### config.mk
export PLATFORM = sky130hd
export DESIGN_NAME = pswd_update
export DESIGN_NICKNAME = d
export VERILOG_FILES = /design/src/rtl/pswd_update_pkg.sv /design/src/rtl/pswd_update_digit_shifter.sv /design/src/rtl/pswd_update.sv
export SDC_FILE = /design/constraint.sdc
export NUM_CORES = 1
export LEC_CHECK = 0
export ABC_CLOCK_PERIOD_IN_PS = 4300
export BUFFER_PORTS_ARGS = -buffer_cell sky130_fd_sc_hd__buf_2
export CORE_ASPECT_RATIO = 0.7
export CORE_MARGIN = 2
export CORE_UTILIZATION = 55
export DETAILED_ROUTE_END_ITERATION = 6
export PLACE_DENSITY = 0.83
export SYNTH_ARGS = -nofsm -noshare
export SYNTH_HDL_FRONTEND = slang
export SYNTH_HIERARCHICAL = 1
export SYNTH_SLANG_ARGS = --single-unit
### constraint.sdc
create_clock -name clk -period 4.3 [get_ports clk]
set_input_delay 1.29 -clock clk [delete_from_list [all_inputs] [get_ports clk]]
set_output_delay 1.29 -clock clk [all_outputs]
set_load 0.05 [all_outputs]
### src/rtl/pswd_update_pkg.sv
// Shared constants and types for the password store.
// The authentication path imports the same package, so the stored and the
// compared password formats cannot drift apart.
package pswd_update_pkg;

    localparam int PSWD_DIGITS    = 6;
    localparam int DIGIT_WIDTH    = 4;
    localparam int PSWD_WIDTH     = PSWD_DIGITS * DIGIT_WIDTH;
    localparam int ADDR_WIDTH     = 5;
    localparam int PLAYER_WIDTH   = 3;
    localparam int PSWD_BASE_ADDR = 0;

    typedef enum logic [2:0] {
        ST_IDLE       = 3'd0,
        ST_ENTER_NEW  = 3'd1,
        ST_ENTER_CONF = 3'd2,
        ST_CHECK      = 3'd3,
        ST_WRITE      = 3'd4,
        ST_DONE       = 3'd5,
        ST_FAIL       = 3'd6
    } state_t;

    // RAM word address of a player's password; wraps modulo the address space.
    function automatic logic [ADDR_WIDTH-1:0] slot_addr(
        input int                      base,
        input logic [PLAYER_WIDTH-1:0] id
    );
        int sum;
        sum = base + int'(id);
        return sum[ADDR_WIDTH-1:0];
    endfunction

endpackage

### src/rtl/pswd_update_digit_shifter.sv
// Collects one password entry: digits shift in MSB-first, so the first digit
// typed ends up in the top nibble. The counter wraps to zero on the last digit,
// which leaves the shifter ready for a fresh entry without an extra clear.
module pswd_digit_shifter
    import pswd_update_pkg::*;
#(
    parameter int DIGITS = PSWD_DIGITS
) (
    input  logic                          i_clk,
    input  logic                          i_rst_n,
    input  logic                          i_clear,
    input  logic                          i_load,
    input  logic [DIGIT_WIDTH-1:0]        i_digit,
    output logic [DIGIT_WIDTH*DIGITS-1:0] o_word,
    output logic                          o_last
);

    localparam int WORD_W = DIGIT_WIDTH * DIGITS;
    localparam int CNT_W  = $clog2(DIGITS + 1);
    localparam logic [CNT_W-1:0] CNT_LAST = CNT_W'(DIGITS - 1);

    logic [WORD_W-1:0] r_word;
    logic [CNT_W-1:0]  r_count;
    logic              w_last;

    // The digit being accepted now completes the entry.
    assign w_last = i_load && !i_clear && (r_count == CNT_LAST);

    // Shift register and digit counter; clear beats load.
    always_ff @(posedge i_clk or negedge i_rst_n) begin
        if (!i_rst_n) begin
            r_word  <= '0;
            r_count <= '0;
        end else if (i_clear) begin
            r_word  <= '0;
            r_count <= '0;
        end else if (i_load) begin
            r_word  <= {r_word[WORD_W-DIGIT_WIDTH-1:0], i_digit};
            r_count <= w_last ? '0 : r_count + 1'b1;
        end
    end

    assign o_word = r_word;
    assign o_last = w_last;

endmodule

### src/rtl/pswd_update.sv
// Password-change writer. A logged-in registered player enters a new password
// twice on the keypad; when both entries agree the word is written into that
// player's slot of the password RAM. Logout or loss of the session abandons the
// change silently; guests, mismatches and keypad inactivity report a failure.
module pswd_update
    import pswd_update_pkg::*;
#(
    parameter int PSWD_BASE      = PSWD_BASE_ADDR,
    parameter int DIGITS         = PSWD_DIGITS,
    parameter int TIMEOUT_CYCLES = 50_000_000
) (
    input  logic                          clk,
    input  logic                          rst,
    input  logic                          LoggedIn,
    input  logic [PLAYER_WIDTH-1:0]       PlayerID,
    input  logic                          isGuest,
    input  logic                          logout,
    input  logic                          ChangeReq,
    input  logic                          UserLoad,
    input  logic [DIGIT_WIDTH-1:0]        UserDigit,
    output logic                          wr_en,
    output logic [ADDR_WIDTH-1:0]         wr_addr,
    output logic [DIGIT_WIDTH*DIGITS-1:0] wr_data,
    output logic                          Busy,
    output logic                          UpdateDone,
    output logic                          UpdateFail,
    output logic                          ChangeLED
);

    localparam int WORD_W = DIGIT_WIDTH * DIGITS;
    localparam int TMO_W  = (TIMEOUT_CYCLES > 2) ? $clog2(TIMEOUT_CYCLES) : 1;
    localparam logic [TMO_W-1:0] TMO_LAST = TMO_W'(TIMEOUT_CYCLES - 1);

    state_t                  r_state;
    logic [PLAYER_WIDTH-1:0] r_slot;
    logic [TMO_W-1:0]        r_tmo;
    logic                    r_wr_en;
    logic [ADDR_WIDTH-1:0]   r_wr_addr;
    logic [WORD_W-1:0]       r_wr_data;
    logic                    r_busy;
    logic                    r_done;
    logic                    r_fail;
    logic                    r_led;

    logic                    w_abort;
    logic                    w_entry;
    logic                    w_start;
    logic                    w_tmo_hit;
    logic                    w_clear;
    logic                    w_new_load;
    logic                    w_conf_load;
    logic                    w_new_last;
    logic                    w_conf_last;
    logic                    w_match;
    logic [WORD_W-1:0]       w_new_word;
    logic [WORD_W-1:0]       w_conf_word;

    // Session loss outranks everything else, including a digit in the same cycle.
    assign w_abort     = (r_state != ST_IDLE) && (logout || !LoggedIn);
    assign w_entry     = (r_state == ST_ENTER_NEW) || (r_state == ST_ENTER_CONF);
    assign w_start     = (r_state == ST_IDLE) && ChangeReq && LoggedIn && !isGuest;
    // A digit arriving on the expiry cycle restarts the count instead of failing.
    assign w_tmo_hit   = w_entry && !UserLoad && (r_tmo == TMO_LAST);
    assign w_clear     = w_start || w_abort || w_tmo_hit;
    assign w_new_load  = (r_state == ST_ENTER_NEW) && UserLoad;
    assign w_conf_load = (r_state == ST_ENTER_CONF) && UserLoad;
    assign w_match     = (w_new_word == w_conf_word);

    pswd_digit_shifter #(
        .DIGITS (DIGITS)
    ) u_new_shifter (
        .i_clk   (clk),
        .i_rst_n (rst),
        .i_clear (w_clear),
        .i_load  (w_new_load),
        .i_digit (UserDigit),
        .o_word  (w_new_word),
        .o_last  (w_new_last)
    );

    pswd_digit_shifter #(
        .DIGITS (DIGITS)
    ) u_conf_shifter (
        .i_clk   (clk),
        .i_rst_n (rst),
        .i_clear (w_clear),
        .i_load  (w_conf_load),
        .i_digit (UserDigit),
        .o_word  (w_conf_word),
        .o_last  (w_conf_last)
    );

    // Change sequencer; every output is registered from the state being entered.
    always_ff @(posedge clk or negedge rst) begin
        if (!rst) begin
            r_state   <= ST_IDLE;
            r_slot    <= '0;
            r_tmo     <= '0;
            r_wr_en   <= 1'b0;
            r_wr_addr <= '0;
            r_wr_data <= '0;
            r_busy    <= 1'b0;
            r_done    <= 1'b0;
            r_fail    <= 1'b0;
            r_led     <= 1'b0;
        end else begin
            r_wr_en <= 1'b0;
            r_done  <= 1'b0;
            r_fail  <= 1'b0;
            if (w_abort) begin
                r_state <= ST_IDLE;
                r_tmo   <= '0;
                r_busy  <= 1'b0;
                r_led   <= 1'b0;
            end else begin
                case (r_state)
                    ST_IDLE: begin
                        if (ChangeReq) begin
                            if (w_start) begin
                                r_state <= ST_ENTER_NEW;
                                r_slot  <= PlayerID;
                                r_tmo   <= '0;
                                r_busy  <= 1'b1;
                                r_led   <= 1'b1;
                            end else begin
                                r_state <= ST_FAIL;
                                r_fail  <= 1'b1;
                            end
                        end
                    end
                    ST_ENTER_NEW, ST_ENTER_CONF: begin
                        if (UserLoad) begin
                            r_tmo <= '0;
                            if (w_new_last) begin
                                r_state <= ST_ENTER_CONF;
                            end else if (w_conf_last) begin
                                r_state <= ST_CHECK;
                                r_led   <= 1'b0;
                            end
                        end else if (w_tmo_hit) begin
                            r_state <= ST_FAIL;
                            r_tmo   <= '0;
                            r_fail  <= 1'b1;
                            r_busy  <= 1'b0;
                            r_led   <= 1'b0;
                        end else begin
                            r_tmo <= r_tmo + 1'b1;
                        end
                    end
                    ST_CHECK: begin
                        if (w_match) begin
                            r_state   <= ST_WRITE;
                            r_wr_en   <= 1'b1;
                            r_wr_addr <= slot_addr(PSWD_BASE, r_slot);
                            r_wr_data <= w_new_word;
                        end else begin
                            r_state <= ST_FAIL;
                            r_fail  <= 1'b1;
                            r_busy  <= 1'b0;
                        end
                    end
                    ST_WRITE: begin
                        r_state <= ST_DONE;
                        r_done  <= 1'b1;
                        r_busy  <= 1'b0;
                    end
                    ST_DONE: begin
                        r_state <= ST_IDLE;
                    end
                    ST_FAIL: begin
                        r_state <= ST_IDLE;
                    end
                    default: begin
                        r_state <= ST_IDLE;
                        r_busy  <= 1'b0;
                        r_led   <= 1'b0;
                    end
                endcase
            end
        end
    end

    assign wr_en      = r_wr_en;
    assign wr_addr    = r_wr_addr;
    assign wr_data    = r_wr_data;
    assign Busy       = r_busy;
    assign UpdateDone = r_done;
    assign UpdateFail = r_fail;
    assign ChangeLED  = r_led;

endmodule

==> results.sh <==
export IMPL_crit_start="r_tmo[16]"
export IMPL_multiInputGateArea_sq_um=2530
export IMPL_cap_violations=0
export IMPL_critPathBufInv=0
export IMPL_io_buffer_count=45
export IMPL_layout_commonest_cell="dfrtp_1"
export IMPL_worstReg2RegStart="r_tmo[16]"
export IMPL_min_from="r_slot[1]"
export IMPL_via_count=4050
export IMPL_setup_tns_ns=0
export IMPL_layout_common_cells="118 x dfrtp_1, 86 x nor2_1, 51 x mux2i_1, 44 x buf_2, 30 x mux2_2"
export IMPL_seq_area_sq_um=2950
export IMPL_grt_max_degree=62
export IMPL_antenna_cells=0
export IMPL_gp_congestion=0.906
export IMPL_yosys_area_top_type_share_pct=51.5
export IMPL_chipHeight_um=89.4
export IMPL_ir_worst_vdd_uv=276
export IMPL_whs_ns=0.501
export IMPL_wl_per_cell_um=17.6
export IMPL_finalNetCount=573
export IMPL_post_cts_resized=0
export IMPL_insertion_delay_ns=0.42
export IMPL_status="complete, no violations"
export IMPL_fillerInstances=777
export IMPL_tritoncts="yes"
export IMPL_crit_slowest_cell="nor2_1"
export IMPL_cpPeakStageDelay_ns=1.07
export IMPL_crit_chain="or4_1, or4_4, nor4_4, nor2_1, nor2_1, nor2_1"
export IMPL_slew_headroom_pct=7.74
export IMPL_setup_viol=0
export IMPL_fmax_ghz=0.295
export IMPL_syn_inst=509
export IMPL_drc_errors=0
export IMPL_rows=31
export IMPL_cts_buffers=17
export IMPL_worst_path_most_repeated_cell="nor2_1"
export IMPL_worst_slew_pin_slew_ns=1.38
export IMPL_die_w_um=126
export IMPL_syn_area_per_cell_sq_um=11.3
export IMPL_root_buffer="clkbuf_16"
export IMPL_final_layout_size_suffix_gt1_share_pct=23.6
export IMPL_routed_via_density=5.79
export IMPL_io_pins=48
export IMPL_setup_ws_ns=0.906
export IMPL_ys_types=55
export IMPL_netlist_area_sq_um=5730
export IMPL_leakagePower_nw=3.06
export IMPL_routed_wl_um=12300
export IMPL_detailed_place_hpwl_um=8030
export IMPL_track_usage_pct=22.9
export IMPL_path_max_fanout=20
export IMPL_crit_family="simple AND/OR/NAND/NOR gates"
export IMPL_cts_sinks=118
export IMPL_hold_class="flip-flop to flip-flop"
export IMPL_ys_flop_type="dfrtp_1"
export IMPL_fin_crit_sh_pct=78.9
export IMPL_total_power_mw=3.44
export IMPL_place_ws_ns=0.684
export IMPL_synth_async_reset_ratio_pct=100
export IMPL_syn_to_final_growth_pct=14.4
export IMPL_cts_buffer_depth=2
export IMPL_end_kind="flip-flop"
export IMPL_hold_buffers=0
export IMPL_hold_viol=0
export IMPL_yosysTopAreaCell="dfrtp_1"
export IMPL_dr_pass1_iters=5
export IMPL_floorplan_initialDensity_pct=56.0
export IMPL_core_area_sq_um=10200
export IMPL_final_max_slew_viol_count=0
export IMPL_power_density_nw_per_um2=524
export IMPL_yosysWarnings=6
export IMPL_cp_required_ns=4.53
export IMPL_htreeDepth=4
export IMPL_finalWorstPathRequiredPeriod_ns=3.39
export IMPL_grt_pass1_wl_um=19900
export IMPL_rsz0062_at_grt="no"
export IMPL_worst_ep_arrival_time_ns=3.63
export IMPL_die_area_sq_um=11300
export IMPL_antenna_found_initial=0
export IMPL_cts_clk_slew_worst_paths_ns=0.06
export IMPL_final_antenna_net_count=0
export IMPL_worstSetupPathType="flip-flop to flip-flop"
export IMPL_fin_skew_ns=0.00944
export IMPL_postCtsSetupBuffers=0
export IMPL_ys_seq_area_share_pct=51.5
export IMPL_synth_edf_count=0
export IMPL_grt_pass1_vias=3808
export IMPL_synthTopCellsByArea="dfrtp_1 52%, mux2i_1 8.9%, mux2_2 5.9%"
export IMPL_synth_seq_cells=118
export IMPL_startpoint_type="flip-flop"
export IMPL_grt_overflow=0
export IMPL_drtIter0Drc=342
-- final timing paths --
kind	endpoint	slack [ns]	cells past startpoint
max	r_tmo[18]	0.91	6
min	r_slot[1]	0.50	1
max reg2reg	r_tmo[18]	0.91	6
min reg2reg	r_slot[1]	0.50	1
max in group asynchronous	r_state[0]	2.57	2
min in group asynchronous	u_conf_shifter/o_word[3]	0.94	1
-- per-stage QoR --
step	util, %	cells	instance area [sq um]
floorplan	-	510	5740
global placement	58.3	667	5970
detailed placement	58.3	667	5970
CTS	64.0	699	6560
global route	64.0	699	6560
finish	64.0	699	6560
-- where the power goes --
part           switching [mW]  internal [mW]
Sequential             0.0975           1.18
Clock                   0.534          0.872
Combinational           0.505          0.244
Total                    1.14           2.30
-- per-layer routing --
metal | up-vias | GRT usage [%] | share of wire [%]
met5 | - | 0 | 0
met2 | 144 | 35.1 | 46
met4 | 0 | 8.39 | 1.3
met3 | 19 | 6.64 | 6.0
met1 | 2034 | 31.6 | 47
li1 | 1853 | - | -
-- kinds of logic after synthesis --
group,synth area share [%]
other,0.0654
buffers and inverters,4.56
DFF,51.5
xor gates and xnor gates,6.72
and+or+nand+nor,16.2
adders and majority gates,1.44
muxes,14.8
AOI/OAI and AO/OA,4.67
-- flip-flops by register name, indices dropped and copies added (netlist names), 24 cells and up --
name / cells
u_conf_shifter/o_word: 24
u_new_shifter/o_word: 24
wr_data: 24
r_tmo: 26
-- cells in the mapped netlist, drive strengths merged, types with 3 or more instances --
master / count
buf: 20
xor2: 18
nand2b: 4
nand3: 17
nand4: 10
and3: 4
clkbuf: 7
xnor2: 26
a21o: 5
mux2i: 51
a22o: 3
nand2: 21
nand3b: 6
nor3: 11
a21oi: 13
nor2: 86
dfrtp: 118
nor4: 10
or4: 3
nor3b: 3
or3: 3
ha: 5
or2: 3
mux2: 30
a31oi: 3
inv: 6
o21ai: 8
-- final cells by class --
cell class	instances	share of cell area [%]
clock buffers	18	6.70
clock inverters	14	2.29
inverters	6	0.344
multi-input cells	359	38.6
flip-flops and latches	118	45.0
well taps	132	2.52
repair buffers	52	4.47
(Power assumes the default switching activity.)
